[src/rtl/mem_arbiter_ctrl_if.sv]
`default_nettype none
// ============================================================================
// Module   : mem_arbiter_ctrl_if
// Purpose  : Bundles the cache-side request/response signals and the
//            single-ported RAM signals handled by mem_arbiter_ctrl.
// Modports : slave  - the arbiter: takes cache requests and RAM responses,
//                     drives the waits, load data and RAM commands.
//            master - the environment (caches plus RAM model).
// Signals  : iREN/iaddr               instruction read request
//            dREN/dWEN/daddr/dstore   data read/write request
//            iwait/dwait/iload/dload  responses to the caches
//            ramREN/ramWEN/ramaddr/ramstore/ramload/ramstate  RAM port
//            ram_err                  sticky RAM error flag
// Revision : 1.0  initial release
// ============================================================================
interface mem_arbiter_ctrl_if;
   logic        iREN;
   logic [31:0] iaddr;
   logic        dREN;
   logic        dWEN;
   logic [31:0] daddr;
   logic [31:0] dstore;
   logic        iwait;
   logic        dwait;
   logic [31:0] iload;
   logic [31:0] dload;
   logic        ramREN;
   logic        ramWEN;
   logic [31:0] ramaddr;
   logic [31:0] ramstore;
   logic [31:0] ramload;
   logic [1:0]  ramstate;
   logic        ram_err;

   modport slave (
      input  iREN, iaddr, dREN, dWEN, daddr, dstore, ramload, ramstate,
      output iwait, dwait, iload, dload, ramREN, ramWEN, ramaddr, ramstore, ram_err
   );

   modport master (
      output iREN, iaddr, dREN, dWEN, daddr, dstore, ramload, ramstate,
      input  iwait, dwait, iload, dload, ramREN, ramWEN, ramaddr, ramstore, ram_err
   );
endinterface
`default_nettype wire

[src/rtl/mem_arbiter_ctrl.sv]
`default_nettype none
// ============================================================================
// Module   : mem_arbiter_ctrl
// Purpose  : Arbitrates the instruction and data cache ports onto one
//            single-ported RAM. Data wins ties; after STARVE_LIMIT data
//            completions with an instruction request pending, the next
//            grant goes to the instruction port.
// Ports    : CLK   clock
//            nRST  synchronous active-low reset
//            bus   mem_arbiter_ctrl_if.slave (cache and RAM signals)
// Revision : 1.0  initial release
// ============================================================================
module mem_arbiter_ctrl #(
   parameter int STARVE_LIMIT = 4,
   parameter int CNT_W        = 3
) (
   input  logic                 CLK,
   input  logic                 nRST,
   mem_arbiter_ctrl_if.slave    bus
);

   localparam logic [1:0] IDLE  = 2'd0;
   localparam logic [1:0] DSERV = 2'd1;
   localparam logic [1:0] ISERV = 2'd2;

   localparam logic [1:0] RAM_ACCESS = 2'd2;
   localparam logic [1:0] RAM_ERROR  = 2'd3;

   localparam logic [CNT_W-1:0] LIMIT = CNT_W'(STARVE_LIMIT);

   logic [1:0]       state_q, state_d;
   logic [CNT_W-1:0] starve_q, starve_d;
   logic             err_q, err_d;

   logic             d_req;
   logic             ram_access;
   logic             ram_error;
   logic             i_starved;
   logic [CNT_W-1:0] starve_inc;

   logic             ram_ren;
   logic             ram_wen;
   logic [31:0]      ram_addr;
   logic [31:0]      ram_store;
   logic             iwait;
   logic             dwait;

   assign d_req      = bus.dREN | bus.dWEN;
   assign ram_access = (bus.ramstate == RAM_ACCESS);
   assign ram_error  = (bus.ramstate == RAM_ERROR);
   // Instruction port has waited long enough: it beats a pending data request.
   assign i_starved  = bus.iREN & (starve_q >= LIMIT);
   // Saturating increment so the counter never wraps back to zero.
   assign starve_inc = (starve_q >= LIMIT) ? LIMIT : (starve_q + CNT_W'(1));

   always_comb begin
      state_d   = state_q;
      starve_d  = starve_q;
      err_d     = err_q;
      ram_ren   = 1'b0;
      ram_wen   = 1'b0;
      ram_addr  = 32'd0;
      ram_store = 32'd0;
      iwait     = 1'b1;
      dwait     = 1'b1;

      case (state_q)
         IDLE: begin
            if (d_req && !i_starved) begin
               state_d = DSERV;
            end else if (bus.iREN) begin
               state_d = ISERV;
            end
         end

         DSERV: begin
            ram_addr  = bus.daddr;
            ram_store = bus.dstore;
            ram_wen   = bus.dWEN;
            ram_ren   = bus.dREN & ~bus.dWEN;
            if (!d_req) begin
               // Request withdrawn: leave without completing or counting.
               state_d = IDLE;
            end else if (ram_access) begin
               dwait    = 1'b0;
               state_d  = IDLE;
               starve_d = bus.iREN ? starve_inc : '0;
            end else if (ram_error) begin
               err_d = 1'b1;
            end
         end

         ISERV: begin
            ram_addr = bus.iaddr;
            ram_ren  = 1'b1;
            if (!bus.iREN) begin
               state_d = IDLE;
            end else if (ram_access) begin
               iwait    = 1'b0;
               state_d  = IDLE;
               starve_d = '0;
            end else if (ram_error) begin
               err_d = 1'b1;
            end
         end

         default: begin
            state_d = IDLE;
         end
      endcase
   end

   always_ff @(posedge CLK) begin
      if (!nRST) begin
         state_q  <= IDLE;
         starve_q <= '0;
         err_q    <= 1'b0;
      end else begin
         state_q  <= state_d;
         starve_q <= starve_d;
         err_q    <= err_d;
      end
   end

   assign bus.ramREN   = ram_ren;
   assign bus.ramWEN   = ram_wen;
   assign bus.ramaddr  = ram_addr;
   assign bus.ramstore = ram_store;
   assign bus.iwait    = iwait;
   assign bus.dwait    = dwait;
   assign bus.iload    = bus.ramload;
   assign bus.dload    = bus.ramload;
   assign bus.ram_err  = err_q;

endmodule
`default_nettype wire

[src/flat_wrapper.sv]
// flat-port wrapper written by rule: the top's interface ports become plain ports
module mem_arbiter_ctrl_flat 
#(
   parameter int STARVE_LIMIT = 4,
   parameter int CNT_W        = 3
)
  (CLK, nRST, bus_iREN, bus_iaddr, bus_dREN, bus_dWEN, bus_daddr, bus_dstore, bus_ramload, bus_ramstate, bus_iwait, bus_dwait, bus_iload, bus_dload, bus_ramREN, bus_ramWEN, bus_ramaddr, bus_ramstore, bus_ram_err);
  mem_arbiter_ctrl_if bus_i ();
  input  logic CLK;
  input  logic nRST;
  input wire logic [$bits(bus_i.iREN)-1:0] bus_iREN;
  input wire logic [$bits(bus_i.iaddr)-1:0] bus_iaddr;
  input wire logic [$bits(bus_i.dREN)-1:0] bus_dREN;
  input wire logic [$bits(bus_i.dWEN)-1:0] bus_dWEN;
  input wire logic [$bits(bus_i.daddr)-1:0] bus_daddr;
  input wire logic [$bits(bus_i.dstore)-1:0] bus_dstore;
  input wire logic [$bits(bus_i.ramload)-1:0] bus_ramload;
  input wire logic [$bits(bus_i.ramstate)-1:0] bus_ramstate;
  output wire logic [$bits(bus_i.iwait)-1:0] bus_iwait;
  output wire logic [$bits(bus_i.dwait)-1:0] bus_dwait;
  output wire logic [$bits(bus_i.iload)-1:0] bus_iload;
  output wire logic [$bits(bus_i.dload)-1:0] bus_dload;
  output wire logic [$bits(bus_i.ramREN)-1:0] bus_ramREN;
  output wire logic [$bits(bus_i.ramWEN)-1:0] bus_ramWEN;
  output wire logic [$bits(bus_i.ramaddr)-1:0] bus_ramaddr;
  output wire logic [$bits(bus_i.ramstore)-1:0] bus_ramstore;
  output wire logic [$bits(bus_i.ram_err)-1:0] bus_ram_err;
  assign bus_i.iREN = bus_iREN;
  assign bus_i.iaddr = bus_iaddr;
  assign bus_i.dREN = bus_dREN;
  assign bus_i.dWEN = bus_dWEN;
  assign bus_i.daddr = bus_daddr;
  assign bus_i.dstore = bus_dstore;
  assign bus_i.ramload = bus_ramload;
  assign bus_i.ramstate = bus_ramstate;
  assign bus_iwait = bus_i.iwait;
  assign bus_dwait = bus_i.dwait;
  assign bus_iload = bus_i.iload;
  assign bus_dload = bus_i.dload;
  assign bus_ramREN = bus_i.ramREN;
  assign bus_ramWEN = bus_i.ramWEN;
  assign bus_ramaddr = bus_i.ramaddr;
  assign bus_ramstore = bus_i.ramstore;
  assign bus_ram_err = bus_i.ram_err;
  mem_arbiter_ctrl #(.STARVE_LIMIT(STARVE_LIMIT), .CNT_W(CNT_W)) u_core (.CLK(CLK), .nRST(nRST), .bus(bus_i));
endmodule
[config.mk]
export PLATFORM = sky130hd
export DESIGN_NAME = mem_arbiter_ctrl_flat
export DESIGN_NICKNAME = d
export VERILOG_FILES = /design/src/rtl/mem_arbiter_ctrl_if.sv /design/src/rtl/mem_arbiter_ctrl.sv /design/src/flat_wrapper.sv
export SDC_FILE = /design/constraint.sdc
export NUM_CORES = 1
export LEC_CHECK = 0
export CORE_AREA = 2 2 105 107
export DETAILED_ROUTE_END_ITERATION = 16
export DIE_AREA = 0 0 107 109
export GPL_ROUTABILITY_DRIVEN = 0
export GPL_TIMING_DRIVEN = 1
export PLACE_DENSITY_LB_ADDON = 0.3
export SYNTH_ARGS = -nofsm -noshare
export SYNTH_HDL_FRONTEND = slang
export SYNTH_SLANG_ARGS = --single-unit
[constraint.sdc]
create_clock -name CLK -period 1.7 [get_ports CLK]
set_input_delay 0.17 -clock CLK [delete_from_list [all_inputs] [get_ports CLK]]
set_output_delay 0.17 -clock CLK [all_outputs]
set_load 0.02 [all_outputs]
# Word-level counts from Yosys, hierarchy flattened
# Cells that the tools add are included.
[classes]
eq_ne = 9
muxes = 27
reduce_logical = 6
n_addsub = 1
n_bitwise = 4
magnitude_cmp = 1
[op_table]
columns = ["cell", "n"]
rows = [
  ["$pmux W32 S2", 1],
  ["$mux W32", 1],
  ["$mux W3", 6],
  ["$mux W1", 10],
  ["$mux W2", 5],
  ["$eq A2 B2 Y1 const B", 3],
  ["$ne A2 B1 Y1 const B", 3],
  ["$pmux W2 S3", 1],
  ["$pmux W3 S2", 1],
  ["$reduce_and A5 Y1", 1],
  ["$pmux W1 S2", 2],
  ["$add A3 B1 Y3 const B", 1],
  ["$ge A3 B3 Y1 const B", 1],
  ["$ne A3 B2 Y1 const B", 1],
  ["$reduce_and A3 Y1", 1],
  ["$and A1 B1 Y1", 2],
  ["$eq A2 B1 Y1 const B", 1],
  ["$logic_not A2 Y1", 1],
  ["$ne A2 B2 Y1 const B", 1],
  ["$reduce_bool A2 Y1", 1],
  ["$logic_and A1 B1 Y1", 1],
  ["$logic_not A1 Y1", 1],
  ["$not A1 Y1", 1],
  ["$or A1 B1 Y1", 1],
]
[totals]
in_bits = 135
output_inout_bits = 133
ff_bits = 6
wordCells = 51

# Longest topological paths before layout
[depth]
ltp_word = 6
mapped_depth = 7
mapped_depth_nobuf = 6

# Worst setup path after synthesis
# Ideal clock, no wire load.
[synth_timing]
path_type = "reg-to-output"
start = "register u_core.state_q[1]"
end = "output bus_ramREN"
path_stages_with_launch = 7
path_buffers = 2
t_required_ns = 1.530
setup_slack_ns = 0.025
t_arrival_ns = 1.505
cell_sequence = "dfxtp_1 > inv_1 > ha_1 > buf_2 > clkbuf_1 > nand3b_1 > a21boi_0"
[synth_via]
elab_chain_cells = 2
word_cells_on_any_way = 3
classes_between = "eq/ne: 2; mux: 1"
[synth_lines]
columns = ["item", "line", "source"]
rows = [
  ["start, declared", "mem_arbiter_ctrl.sv:31", "logic [1:0] state_q, state_d;"],
  ["start signal, assigned", "mem_arbiter_ctrl.sv:119", "state_q <= state_d;"],
  ["$eq A2 B2 Y1 / $eq A2 B1 Y1 (equally long branches)", "mem_arbiter_ctrl.sv:67", "case (state_q)"],
  ["$pmux W1 S2 *", "mem_arbiter_ctrl.sv:67", ""],
  ["end, declared", "flat_wrapper.sv:23", "output wire logic [$bits(bus_i.ramREN)-1:0] bus_ramREN;"],
]
# Mark *: on every way between the ends. The rest lies on a longest branch, timed or not.

# Worst setup path in the final report
[layout_timing]
start = "register u_core.state_q[1]"
end = "output bus_ramstore[27]"
[layout_via]
elab_chain_cells = 2
[layout_lines]
columns = ["item", "line", "source"]
rows = [
  ["$eq A2 B1 Y1", "mem_arbiter_ctrl.sv:67", ""],
  ["$mux W32", "mem_arbiter_ctrl.sv:67", ""],
  ["end, declared", "flat_wrapper.sv:26", "output wire logic [$bits(bus_i.ramstore)-1:0] bus_ramstore;"],
]
# Every way passes these cells.

==> flow_summary_export.csv <==
group,metric,value,unit
detailed_routing,drcViolationCount,0,
detailed_routing,num_vias,2011,
timing,slew_viol_final,0,
detailed_routing,ant_nets,0,
final_layout,areaGrowthSynthToFinish,83.97,%
worst_setup_path,setup.worst_path.start_class,"register",
cts,cts.sinks,6,
synthesis,mappedNetlistArea,0.001647,mm^2
synthesis,ys_seq_area_share,7.295,%
worst_setup_path,end_kind,"primary output",
pwr,p_sw,435.8,uW
cts,ctsRootBufferMaster,"clkbuf_8",
floorplan,start_util,15.53,%
timing,worstMarginPinSlew,0.3098,ns
hold_path,hold_class,"input port to primary output",
floorplan,dieHeight,109,um
global_routing,grt_pass1_wl,10.07,mm
synthesis,synth_edf_count,0,
timing,final-setup-viol-count,0,
synthesis,synth_seq_cells,6,
final_layout,diodes,0,
worst_setup_path,worstPathRequired,1.53,ns
floorplan,die_w,107,um
timing,whs,0.3400,ns
pwr,p_per_area,397.5,mW/mm^2
detailed_routing,firstDrtPassIters,4,
job,maxCapViolCount,0,
worst_setup_path,worst-setup-path-type,"register to primary output",
global_routing,grt_pass1_vias,2001,
global_routing,grt_max_degree,26,
run_status,outcome,"finished clean",
pwr,leakagePower,1.280,nW
timing,fin_worst_skew,0.005129,ns
pwr,intPower,768.4,uW
synthesis,ys_top_cells_by_count,"buf_4 (64), nor2b_1 (34), and2_1 (33)",
timing,hold_viol,0,
place,dpl.hpwl,5.772,mm
detailed_routing,drt_iter0_markers,105,
cts,tritoncts,"yes",
detailed_routing,vias_per_cell,4.112,
pwr,power_frac_seq,13.0,%
pwr,ir_worst_vdd,0.0001793,V
synthesis,synth_area_leader_cell,"buf_4",
synthesis,synth_cell_types,30,
synthesis,synth_top_cell_area_share,29.18,%
timing,finalCritPeriodShare,96.32,%
cts,cts_buffer_depth,2,
global_routing,overflow,0,
worst_setup_path,cp_data_arrival_time,1.47,ns
timing,final.min_clock_period,1.637,ns
final_layout,drive_above_1_share,27.22,%
floorplan,io_pins,268,
cts,h-tree-depth,1,
place,postPlaceCellArea,0.003182,mm^2
synthesis,synth_ff_type,"dfxtp_1",
synthesis,avgSynthCellArea,7.067,um^2
final_layout,stdcell_area,0.003029,mm^2
cts,postCtsHoldBufs,0,
cts,cts_buffers,3,
synthesis,syn_inst,233,
floorplan,rows,38,
synthesis,synth-async-reset-ratio,0,%
timing,max_slew_margin,79.06,%
floorplan,core-area,0.01060,mm^2
pwr,p_comb_share,69.0,%
pwr,clockPowerShare,18.0,%
synthesis,yosysWarnings,0,
global_routing,antenna_found_initial,0,
pwr,switching_share,36.19,%
final_layout,final_net_count,492,
detailed_routing,avgRoutedWirePerCell,13.94,um
pwr,p_total,1.204,mW
timing,clock.fmax,0.6107,GHz
synthesis,syn_nets,374,
synthesis,synth.area.top_cells,"buf_4 (29%), a22oi_1 (15%), nor2b_1 (13%)",
cts,clk_pin_slew_worst_paths,0.04,ns
place,portBuffers,171,
detailed_routing,totalWireLength,6.818,mm
synthesis,synth.most_common_cell,"buf_4",
cts,clock_latency,0.22,ns
worst_setup_path,crit_path_max_fanout,20,
floorplan,dieArea,0.01166,mm^2
global_routing,track_usage,10.76,%
## worst max-delay path, cell delays in order, from the launching register on
cell           delay (ns)
dfxtp_2              0.33
inv_2                0.10
ha_4                 0.18
buf_12               0.15
and2_1               0.13
dlygate4sd2_1        0.35
## logic make-up after synthesis
family	count (synthesis)	synth area share (%)
buffers and inverters	85	34.27
and+or+nand+nor	85	31.99
AOI/OAI and AO/OA	51	21.89
adders and majority gates	6	4.559
DFF	6	7.295
## cell type report
cell class                 count  area [um^2]
sequential                     6        122.6
multi-input combinational    142         1020
fill                        1183         7574
tap                          140        175.2
timing repair buffer         192         1648
inverter                       6        22.52
clock buffer                   3        41.29
## state kept, by name, summed over array words and instances, names as in the netlist
| name | count |
|---|---|
| u_core.bus.ram_err | 1 |
| u_core.starve_q | 3 |
| u_core.state_q | 2 |
## metrics by stage
stage,setup slack (ns),TNS [ns],utilization [%],instances
floorplan,0.02476,0,-,233
global placement,-0.2352,-11.51,30.01,485
detailed placement,-0.2721,-12.60,30.01,485
CTS,-0.08642,-1.643,30.49,489
global route,-0.0007919,-0.001106,28.57,489
finish,0.06260,0,28.57,489
## power groups by stage
stage / Clock (mW) / Sequential, mW / Combinational, mW
4_1_cts: 0.222 / 0.156 / 0.863
2_1_floorplan: 0 / 0.157 / 0.564
6_report: 0.217 / 0.157 / 0.831
3_3_place_gp: 0 / 0.156 / 0.883
5_1_grt: 0.235 / 0.158 / 0.899
3_5_place_dp: 0 / 0.157 / 0.886
## routing by layer
layer	up-vias	part of all wire, %	GRT usage (%)
met5	-	0	0
met4	0	3.2	4.824
met3	30	12	3.048
met2	138	51	20.75
met1	891	34	10.67
li1	952	-	-
## worst paths after layout
kind | depth (start not counted) | to | startpoint | slack [ns]
worst max-delay path | 5 | bus_ramstore[27] | u_core.state_q[1] | 0.06
worst min-delay path | 0 | bus_iload[11] | bus_ramload[11] | 0.34
worst max register to register | 8 | u_core.starve_q[2] | u_core.state_q[0] | 0.14
worst min register to register | 1 | u_core.bus.ram_err | u_core.bus.ram_err | 0.49
## placed cells by master (no fill, tap or decap), types with 2 or more instances in the layout
| master | count |
|---|---|
| clkdlybuf4s50_1 | 103 |
| buf_2 | 55 |
| nor2b_1 | 34 |
| and2_1 | 33 |
| a22oi_1 | 29 |
| buf_4 | 17 |
| dlygate4sd2_1 | 7 |
| o21ai_0 | 5 |
| buf_12 | 5 |
| inv_1 | 4 |
| a21oi_1 | 4 |
| dfxtp_1 | 4 |
| a22oi_2 | 3 |
| nor2_1 | 3 |
| ha_4 | 3 |
| ha_1 | 3 |
| clkbuf_8 | 3 |
| clkdlybuf4s15_1 | 3 |
| inv_2 | 2 |
| nand3b_1 | 2 |
| nand3_1 | 2 |
| or2b_1 | 2 |
| nand2_1 | 2 |
| o21a_1 | 2 |
| nand4_1 | 2 |
| dfxtp_2 | 2 |
## what timing repair did
| action | 4_1_cts | 5_1_grt |
|---|---|---|
| setup buffers | 1 | 0 |
| pin swaps | 1 | 2 |
| endpoints found under the setup margin | 70 | 54 |
| resized for setup | 215 | 53 |
No activity file was read; power rests on OpenSTA's default activity.
